--- src/rtl/fetch_stage.sv ---
// RV32I fetch stage + IF/DEC register: PC, sync-read IMEM issue, 2-cycle fetch-to-decode latency.
// LW_STALL freezes PC and DEC; an in-flight instruction is parked in hold_ir so it is never re-read.
module fetch_stage #(
  parameter logic [31:0] RESET_PC = 32'h0000_0000,
  parameter int          BUB_W    = 16
) (
  input  logic             clk,
  input  logic             rst,
  input  logic             lw_stall,
  input  logic             if_flush,
  input  logic             dec_flush,
  input  logic             redirect,
  input  logic [31:0]      redirect_pc,
  output logic [31:0]      imem_addr,
  output logic             imem_rden,
  input  logic [31:0]      imem_data,
  output logic [31:0]      dec_ir,
  output logic [31:0]      dec_pc,
  output logic             dec_valid,
  output logic [BUB_W-1:0] bubble_cnt
);

  localparam logic [31:0] NOP = 32'h0000_0013;

  typedef enum logic {RUN, HOLD} state_t;

  state_t      state, state_nxt;
  logic [31:0] pc, inf_pc, hold_ir, src_ir, target;
  logic        inf_valid, advance;

  assign target    = {redirect_pc[31:2], 2'b00};
  assign imem_addr = redirect ? target : pc;
  assign imem_rden = !rst && (redirect || !lw_stall);
  assign src_ir    = (state == HOLD) ? hold_ir : imem_data;
  assign advance   = redirect || !lw_stall;

  // HOLD means the in-flight instruction already sits in hold_ir, not on imem_data.
  always_comb begin
    state_nxt = state;
    if (advance || if_flush)
      state_nxt = RUN;
    else if (state == RUN && inf_valid)
      state_nxt = HOLD;
  end

  always_ff @(posedge clk) begin
    if (rst)
      state <= RUN;
    else
      state <= state_nxt;
  end

  always_ff @(posedge clk) begin
    if (rst) begin
      pc        <= RESET_PC;
      inf_pc    <= '0;
      inf_valid <= 1'b0;
      hold_ir   <= '0;
      dec_ir    <= NOP;
      dec_pc    <= '0;
      dec_valid <= 1'b0;
    end else begin
      if (advance) begin
        pc        <= imem_addr + 32'd4;
        inf_pc    <= imem_addr;
        // A redirect's own fetch survives the flush that accompanies it.
        inf_valid <= redirect || !if_flush;
        if (inf_valid && !if_flush) begin
          dec_ir    <= src_ir;
          dec_pc    <= inf_pc;
          dec_valid <= 1'b1;
        end else begin
          dec_ir    <= NOP;
          dec_pc    <= '0;
          dec_valid <= 1'b0;
        end
      end else begin
        if (if_flush)
          inf_valid <= 1'b0;
        if (state == RUN && inf_valid)
          hold_ir <= imem_data;
      end
      if (dec_flush) begin
        dec_ir    <= NOP;
        dec_pc    <= '0;
        dec_valid <= 1'b0;
      end
    end
  end

  always_ff @(posedge clk) begin
    if (rst)
      bubble_cnt <= '0;
    else if (!dec_valid && bubble_cnt != {BUB_W{1'b1}})
      bubble_cnt <= bubble_cnt + {{(BUB_W-1){1'b0}}, 1'b1};
  end

endmodule

--- config.mk ---
export PLATFORM = sky130hd
export DESIGN_NAME = fetch_stage
export DESIGN_NICKNAME = d
export VERILOG_FILES = /design/src/rtl/fetch_stage.sv
export SDC_FILE = /design/constraint.sdc
export NUM_CORES = 1
export LEC_CHECK = 0
export CORE_MARGIN = 5
export CORE_UTILIZATION = 55
export DETAILED_ROUTE_END_ITERATION = 12
export DONT_BUFFER_PORTS = 1
export GPL_TIMING_DRIVEN = 0
export PLACE_DENSITY = 0.67
export SLEW_MARGIN = 20
export SYNTH_ARGS = -nofsm -noshare
export SYNTH_HDL_FRONTEND = slang
export SYNTH_SLANG_ARGS = --single-unit
--- constraint.sdc ---
create_clock -name clk -period 3.25 [get_ports clk]
set_input_delay 0.325 -clock clk [delete_from_list [all_inputs] [get_ports clk]]
set_output_delay 0.325 -clock clk [all_outputs]
set_load 0.02 [all_outputs]
==> results.yml <==
sta:
  setup_viol: 0
  slew_headroom_pct: 47.9
  rsz0062_at_grt: "no"
  tns_ps: 0
  period_needed_ps: 2920
  hold_viol: 0
  skew_ps: 11.0
  tightest_slew_ps: 781
  post-route-period-util_pct: 89.7
  fmaxAchievable_mhz: 343
  maxSlewViolCount: 0
critical_path:
  crit_chain: "buf_6, buf_2, buf_2, buf_2, mux2_2, ha_1, inv_1, a211oi_1, nand4_1, buf_2, or4_1, nand3_1"
  rrSetupSlack_ps: 860
  rr_startpoint: "pc[2]"
  crit_arrival_ps: 3300
  cpMostUsedCell: "buf_2"
  reg2reg_depth: 9
  crit_required_ps: 3630
  critPathMaxFanout: 10
  reg2reg_to: "pc[24]"
  critPathCaptureType: "register"
  critical_path_class: "in -> reg"
  start_kind: "input port"
  slowest_delay_ps: 480
  slowest_stage: "or4_1"
clocking:
  cts_tree: "yes"
  cts_made_buffers: 17
  h-tree-depth: 4
  postCtsSetupBuffers: 0
  cts_num_sinks: 177
  clockRootBuffer: "clkbuf_16"
  cts-resized-gates: 0
  insertion_delay_ps: 440
  hold_buffers: 1
  cts.reportedPaths.clkPinSlew_ps: 70
  cts_max_path_buffers: 2
finish:
  final_util_pct: 62.3
  drive_gt1_share_pct: 9.50
  finalNetCount: 1017
  final_common_cell: "dfxtp_1"
  final_cell_mix: "dfxtp_1, nor2_1, nand2_1"
  syn_to_final_growth_pct: 10.7
  fillerInstances: 1249
  n_antenna_cell: 0
floorplan:
  ios: 184
  die_area_um2: 16800
  die_y_um: 130
  row_count: 43
  coreArea_um2: 14000
  initial_utilization_pct: 56.3
  dieWidth_um: 130
placement:
  io_buffers: 0
  dp_hpwl_mm: 18.1
  place_congestion: 0.950
logic_synthesis:
  async_flop_share_pct: 0
  yosys_warnings: 0
  synthCells: 925
  synth_edf_count: 0
  synth_nets: 997
  synth_cell_type_count: 52
  synth_area_per_cell_um2: 8.51
  ys.flop_type: "dfxtp_1"
  ys_seq_area_share_pct: 45.0
  ys_seq_elements: 177
  syn-cell-area_um2: 7880
pwr:
  total_power_mw: 4.91
  p_clk_share_pct: 43.1
  pwr_density_cell_nw_per_um2: 563
  netSwitchingPower_mw: 1.30
  peakVddDrop_uv: 413
  seqPwrFrac_pct: 47.3
  leakage_nw: 3.06
  power_frac_comb_pct: 9.6
  swShare_pct: 26.4
  intPower_mw: 3.61
routing:
  via_per_inst: 6.19
  wirelength_mm: 24.4
  num_vias: 7048
  wire_per_inst_um: 21.5
  dr.pass1.iters: 7
  drtIter0Drc: 596
  postRouteAntennaNets: 0
  drc: 0
min_path:
  min_from: "dec_flush"
  holdPathStages: 2
  min_to: "dec_ir[0]"
  hp-class: "in -> reg"
grt:
  antenna_found_initial: 0
  grtUsageMet3_pct: 10.2
  gr-total-overflow: 0
  grt_max_degree: 17
  grt_util_all_layers_pct: 29.0
  use_met2_pct: 45.6
  grt_busiest_layer: "met2"
  grt_pass1_vias: 6957
  use_met1_pct: 36.7
  grt_pass1_wl_mm: 37.9
flow_run:
  timing.max_cap.violations: 0
outcome:
  status: "finished, final reports clean"
## cell usage after synthesis, types with 4 or more instances
cell type  count  area share, %
dfxtp_1      177             45
or3_1          4           0.32
nand3b_1      12            1.1
nor2_1       129            6.1
a21oi_1       51            3.2
clkbuf_1      57            2.7
nand2_1      108            5.1
o211ai_1       9           0.86
nand3_1       55            3.5
nand4b_1       7           0.78
mux2i_1       22            2.8
inv_1         23            1.1
a211oi_1      23            2.2
and3_1         4           0.32
mux2_2        40            5.7
nor3_1        21            1.3
buf_2          6           0.38
xnor2_1       20            2.2
nand4_1       16            1.3
a22oi_1       64            6.1
o21ai_0       14           0.89
or4_1         10           0.95
## metal layers
metal,up-vias,share of wire [%]
met5,-,0
met4,0,2.7
met3,45,10
met2,305,46
met1,3373,41
li1,3325,-
## kinds of logic (layout without fill, tap and decap cells)
family	Yosys count	in the layout	synth area share [%]
buffers and inverters	94	127	4.86
AND/OR/NAND/NOR	385	385	22.8
AO/OA/AOI/OAI	181	181	15.8
adder cells (fa/ha/maj)	2	2	0.318
flip-flops	177	177	45.0
XOR/XNOR	23	23	2.56
multiplexers	63	63	8.71
## sequential cells by signal, indices dropped and copies added, names as in the netlist
name / flops
pc: 32
state: 1
dec_ir: 32
inf_valid: 1
inf_pc: 30
dec_valid: 1
dec_pc: 32
bubble_cnt: 16
hold_ir: 32
## worst max-delay path, delay by kind of cell
| family | cells | cell delay (ps) |
|---|---|---|
| buffers and inverters | 6 | 1400 |
| adder cells (fa/ha/maj) | 1 | 240 |
| AND/OR/NAND/NOR | 3 | 750 |
| AO/OA/AOI/OAI | 1 | 200 |
| multiplexers | 1 | 360 |
## per-stage QoR
step | area [um^2] | hold WS [ps] | setup WS [ps] | cells
2_1_floorplan | 7880 | 403 | 624 | 925
3_3_place_gp | 8100 | 407 | -33.3 | 1105
3_5_place_dp | 8100 | 407 | -50.5 | 1105
4_1_cts | 8720 | 2.58 | 377 | 1138
5_1_grt | 8720 | 13.9 | 221 | 1138
6_report | 8720 | 14.6 | 334 | 1138
## worst max-delay path by stage
stage              from      to  slack (ps)
2_1_floorplan  redirect  pc[26]         620
3_3_place_gp   redirect  pc[28]         -30
3_5_place_dp   redirect  pc[24]         -50
4_1_cts        redirect  pc[24]         380
5_1_grt        redirect  pc[28]         220
6_report       redirect  pc[24]         330
## layout make-up
cell class                 count  area (um^2)  area share, %
clock inverter                14          179           2.05
sequential                   177         3540           40.6
timing repair buffer           1         10.0          0.115
tap                          180          225           2.58
buffer                        70          293           3.36
inverter                      24         90.1           1.03
clock buffer                  18          429           4.92
multi-input combinational    654         3950           45.3
## power groups by stage
stage	combinational (mW)	sequential, mW	clock, mW
after global placement	0.455	2.37	0
after CTS	0.470	2.32	2.15
after global routing	0.517	2.33	2.24
final	0.473	2.32	2.12
after detailed placement	0.465	2.37	0
after floorplan	0.349	2.35	0
No activity file was read; power rests on OpenSTA's default activity.
